===== src/rtl/divider_iterative_pkg.sv =====
// divider_iterative_pkg: opcode and FSM state types shared by the iterative divider and its bench
package divider_iterative_pkg;
  typedef enum logic [1:0] {OP_DIV = 2'b00, OP_DIVU = 2'b01, OP_REM = 2'b10, OP_REMU = 2'b11} div_op_e;
  typedef enum logic [1:0] {S_IDLE, S_CALC, S_DONE} state_e;
endpackage


===== src/rtl/divider_iterative.sv =====
// divider_iterative: multi-cycle restoring divider producing DIV/DIVU/REM/REMU results, one quotient bit per cycle
//   clk, rst           : clock, synchronous active-high reset
//   startE, div_opcode : request and operation (00 DIV, 01 DIVU, 10 REM, 11 REMU)
//   operand1, operand2 : dividend, divisor
//   result_divide, done: registered result and its one-cycle valid pulse
//   div_use            : busy/stall to the pipeline
//   DIV_EARLY_OUT_EN   : when defined, divide-by-zero and signed overflow finish in one cycle
module divider_iterative
  import divider_iterative_pkg::*;
#(
  parameter int WIDTH = 32
) (
  input  logic             clk,
  input  logic             rst,
  input  logic             startE,
  input  logic [1:0]       div_opcode,
  input  logic [WIDTH-1:0] operand1,
  input  logic [WIDTH-1:0] operand2,
  output logic [WIDTH-1:0] result_divide,
  output logic             done,
  output logic             div_use
);
  localparam int CW = $clog2(WIDTH + 1);
  state_e state_q, state_d;
  div_op_e op_q, op_d;
  logic qneg_q, qneg_d, rneg_q, rneg_d, dz_q, dz_d, ovf_q, ovf_d;
  logic [CW-1:0] cnt_q, cnt_d;
  logic [WIDTH:0] rem_q, rem_d, nxt;
  logic [WIDTH-1:0] quo_q, quo_d, dvs_q, dvs_d, res_q, res_d, mag1, mag2, qv, rv;
  logic [WIDTH+1:0] sh;
  logic sgn, s1, s2, dz_in, ovf_in, ge;
  assign sgn = ~div_opcode[0];
  assign s1 = sgn & operand1[WIDTH-1];
  assign s2 = sgn & operand2[WIDTH-1];
  assign mag1 = s1 ? -operand1 : operand1;
  assign mag2 = s2 ? -operand2 : operand2;
  assign dz_in = operand2 == '0;
  assign ovf_in = sgn & (operand1 == {1'b1, {(WIDTH-1){1'b0}}}) & (&operand2);
  // The dividend magnitude sits in quo_q and is shifted out MSB-first into the partial remainder
  assign sh = {rem_q, quo_q[WIDTH-1]};
  assign ge = sh >= {2'b00, dvs_q};
  assign nxt = (WIDTH+1)'(ge ? sh - {2'b00, dvs_q} : sh);
  assign qv = {quo_q[WIDTH-2:0], ge};
  assign rv = nxt[WIDTH-1:0];
`ifdef DIV_EARLY_OUT_EN
  logic [WIDTH-1:0] special;
  // Overflow quotient equals the dividend (most negative value); zero divisor leaves the dividend as remainder
  assign special = div_opcode[1] ? (dz_in ? operand1 : '0) : (dz_in ? '1 : operand1);
`endif
  always_comb begin
    state_d = state_q;
    op_d = op_q;
    qneg_d = qneg_q;
    rneg_d = rneg_q;
    dz_d = dz_q;
    ovf_d = ovf_q;
    cnt_d = cnt_q;
    rem_d = rem_q;
    quo_d = quo_q;
    dvs_d = dvs_q;
    res_d = res_q;
    unique case (state_q)
      S_IDLE: if (startE) begin
        op_d = div_op_e'(div_opcode);
        qneg_d = s1 ^ s2;
        rneg_d = s1;
        dz_d = dz_in;
        ovf_d = ovf_in;
        cnt_d = '0;
        rem_d = '0;
        quo_d = mag1;
        dvs_d = mag2;
        state_d = S_CALC;
`ifdef DIV_EARLY_OUT_EN
        if (dz_in | ovf_in) begin
          state_d = S_DONE;
          res_d = special;
        end
`endif
      end
      S_CALC: begin
        rem_d = nxt;
        quo_d = qv;
        cnt_d = cnt_q + 1'b1;
        if (cnt_q == CW'(WIDTH - 1)) begin
          state_d = S_DONE;
          res_d = (op_q inside {OP_REM, OP_REMU})
                ? (ovf_q ? '0 : rneg_q ? -rv : rv)
                : (dz_q ? '1 : ovf_q ? {1'b1, {(WIDTH-1){1'b0}}} : qneg_q ? -qv : qv);
        end
      end
      S_DONE: state_d = S_IDLE;
      default: state_d = S_IDLE;
    endcase
  end
  always_ff @(posedge clk) begin
    if (rst) begin
      state_q <= S_IDLE;
      op_q <= OP_DIV;
      qneg_q <= 1'b0;
      rneg_q <= 1'b0;
      dz_q <= 1'b0;
      ovf_q <= 1'b0;
      cnt_q <= '0;
      rem_q <= '0;
      quo_q <= '0;
      dvs_q <= '0;
      res_q <= '0;
    end else begin
      state_q <= state_d;
      op_q <= op_d;
      qneg_q <= qneg_d;
      rneg_q <= rneg_d;
      dz_q <= dz_d;
      ovf_q <= ovf_d;
      cnt_q <= cnt_d;
      rem_q <= rem_d;
      quo_q <= quo_d;
      dvs_q <= dvs_d;
      res_q <= res_d;
    end
  end
  assign result_divide = res_q;
  assign done = state_q == S_DONE;
  assign div_use = (state_q == S_IDLE && startE) || state_q == S_CALC;
endmodule

===== config.mk =====
export PLATFORM = sky130hd
export DESIGN_NAME = divider_iterative
export DESIGN_NICKNAME = d
export VERILOG_FILES = /design/src/rtl/divider_iterative_pkg.sv /design/src/rtl/divider_iterative.sv
export SDC_FILE = /design/constraint.sdc
export NUM_CORES = 1
export LEC_CHECK = 0
export CAP_MARGIN = 20
export CORE_MARGIN = 2
export CORE_UTILIZATION = 33
export CTS_CLUSTER_SIZE = 20
export DETAILED_ROUTE_END_ITERATION = 8
export SYNTH_ARGS = -nofsm -noshare
export SYNTH_HDL_FRONTEND = slang
export SYNTH_SLANG_ARGS = --single-unit

===== constraint.sdc =====
create_clock -name clk -period 13.3 [get_ports clk]
set_input_delay 2.66 -clock clk [delete_from_list [all_inputs] [get_ports clk]]
set_output_delay 2.66 -clock clk [all_outputs]
set_load 0.01 [all_outputs]

==> results.cfg <==
[timing]
setup_ws_ns = 5.96
tns_ns = 0
fin_worst_skew_ns = 0.0111
worst_slew_pin_slew_ns = 1.09
rsz0062_at_grt = no
fmax_ghz = 0.136
hold_violations = 0
fin_crit_ns = 7.34
relSlewSlack = 0.272
timing.final.crit_share = 0.552
maxSlewViolCount = 0
final-setup-viol-count = 0

[clock_network]
cts_root_buf = clkbuf_16
cts_tree = built
hold_buffers = 0
h-tree-depth = 4
cts_buffer_depth = 2
worst_setup_hold_path_clk_slew_ns = 0.06
cts_sinks = 142
clock_latency_ns = 0.43
ctsResizeCount = 0
cts_buffers = 17
cts_post_setup_buffers_inserted = 0

[floorplanning]
ios = 103
fp.dieH_um = 190
dieArea_um2 = 36200
initial_core_util = 0.333
rows = 68
core_region_area_um2 = 34400
die_w_um = 190

[status]
status = finished clean

[route]
detail_route.vias_per_cell = 5.70
drt_iter0_drc = 1039
drc = 0
routedWlPerCell_um = 18.5
drt_pass1_iterations = 5
route.vias.total = 11814
drt_wl_total_um = 38300
antenna_left = 0

[placement]
dp_hpwl_um = 29000
io_buffers = 102
pre_cts_slack_ns = 5.99
gp_congestion = 0.944

[synth]
synth_seq_cells = 142
synth_compound_area_frac = 0.289
synth_fp_nets = 1682
synth_area_um2 = 11500
ys_seq_area_frac = 0.248
syn_inst = 1574
synth_top_area_frac = 0.248
yosys.area_share.simple = 0.250
synth_top_family_by_area = compound AO/OA/AOI/OAI gates
synth_mux_area_frac = 0.0169
synthAdderAreaFrac = 0.0433
synth_xor_area_frac = 0.0947
synth_edf_count = 0
synth_top_cell_by_area = dfxtp_1
synth_flop_cell = dfxtp_1
yosysUniqueCellTypes = 88
synthTopCellsByArea = dfxtp_1, nor2_1, a21oi_1
syn_area_per_cell_um2 = 7.28
synthArstFlopShare = 0
synth_warnings = 0

[setup_path]
criticalPathCategory = in2out
cp.arrival_ns = 4.68
critPathLaunchType = primary input
crit_fanout = 96
cp-end-kind = primary output
reg2regPathDepth = 20
timing.rr.end = result_divide[30]
ff2ff_setup_slack_ns = 7.56
cp.required_ns = 10.64
worstReg2RegStart = dvs_q[20]

[worst_hold_path]
hold_start = dvs_q[0]
min_to = dvs_q[0]
min_path_cells = 2
hp-class = reg2reg

[global_route]
grt_use_total = 0.211
grt_pass1_vias = 11005
grt_start_max_net_pins = 97
antenna_found_initial = 0
grt_pass1_wl_um = 60600
gr-total-overflow = 0

[cells_and_area]
drive_above_1_share = 0.0563
antennaDiodeCount = 0
nets = 1712
nFillCells = 3683
regArea_um2 = 2840
final_cell_mix = nor2_1, nand2_1, a21oi_1, dfxtp_1, clkdlybuf4s50_1
post-route-util = 0.387
multiInputGateArea_um2 = 7970
final_common_cell = nor2_1
syn2layout_area_growth_pct = 16.2

[run]
cap_violations = 0
[stage by stage]
step / instances / hold slack (ns) / cell area [µm²]
2_1_floorplan: 1574 / 0.440 / 11500
3_3_place_gp: 2038 / 0.450 / 12700
3_5_place_dp: 2038 / 0.461 / 12700
4_1_cts: 2070 / 0.469 / 13300
5_1_grt: 2072 / 0.484 / 13300
6_report: 2072 / 0.466 / 13300
[Yosys cell counts (all sizes together), types with 26 or more instances]
cell type / number
xnor2: 77
inv: 55
nand2: 142
nand4: 26
nand3: 36
a211oi: 49
nor2: 212
a22oi: 50
ha: 38
xor2: 46
a21oi: 149
dfxtp: 142
clkbuf: 82
nor3: 47
o21ai: 84
[worst max path at each step]
stage / slack (ns) / from / cells past startpoint / endpoint
after floorplan: 7.11 / startE / 5 / div_use
after global placement: 5.97 / startE / 6 / div_use
after detailed placement: 5.99 / startE / 6 / div_use
after CTS: 5.98 / startE / 6 / div_use
after global routing: 5.82 / startE / 6 / div_use
final: 5.96 / startE / 6 / div_use
[layout make-up]
type | count | share of cell area
inverter | 56 | 0.0158
timing repair buffer | 116 | 0.0850
clock inverter | 14 | 0.0118
clock buffer | 18 | 0.0322
tap | 455 | 0.0428
sequential | 142 | 0.214
multi-input combinational | 1271 | 0.599
[flip-flops by register name, indices dropped and copies added (netlist names)]
register       cells
result_divide     32
rem_q             33
quo_q             32
rneg_q             1
dz_q               1
qneg_q             1
state_q            2
ovf_q              1
cnt_q              6
op_q               1
dvs_q             32
[kinds of logic after synthesis]
group / after synthesis
compound gates: 492
xor+xnor: 123
fa+ha+maj: 39
buf+inv: 161
flops: 142
mux: 19
simple gates: 598
[layer usage]
metal / track usage / share of wire / vias up
met4: 0.0558 / 0.019 / 0
met5: 0 / 0 / -
li1: - / - / 5809
met1: 0.291 / 0.46 / 5595
met2: 0.349 / 0.47 / 369
met3: 0.0241 / 0.054 / 41
[critical path, cell delays in order]
cell and delay (ns):
clkdlybuf4s50_1 0.47, and2_2 0.13, buf_4 0.70, nor2_4 0.03
inv_1 0.11, clkdlybuf4s50_1 0.55
Power is left out: the tool's default activity adds up to more than one toggle a clock period on the data nets, which glitch-free logic cannot reach.
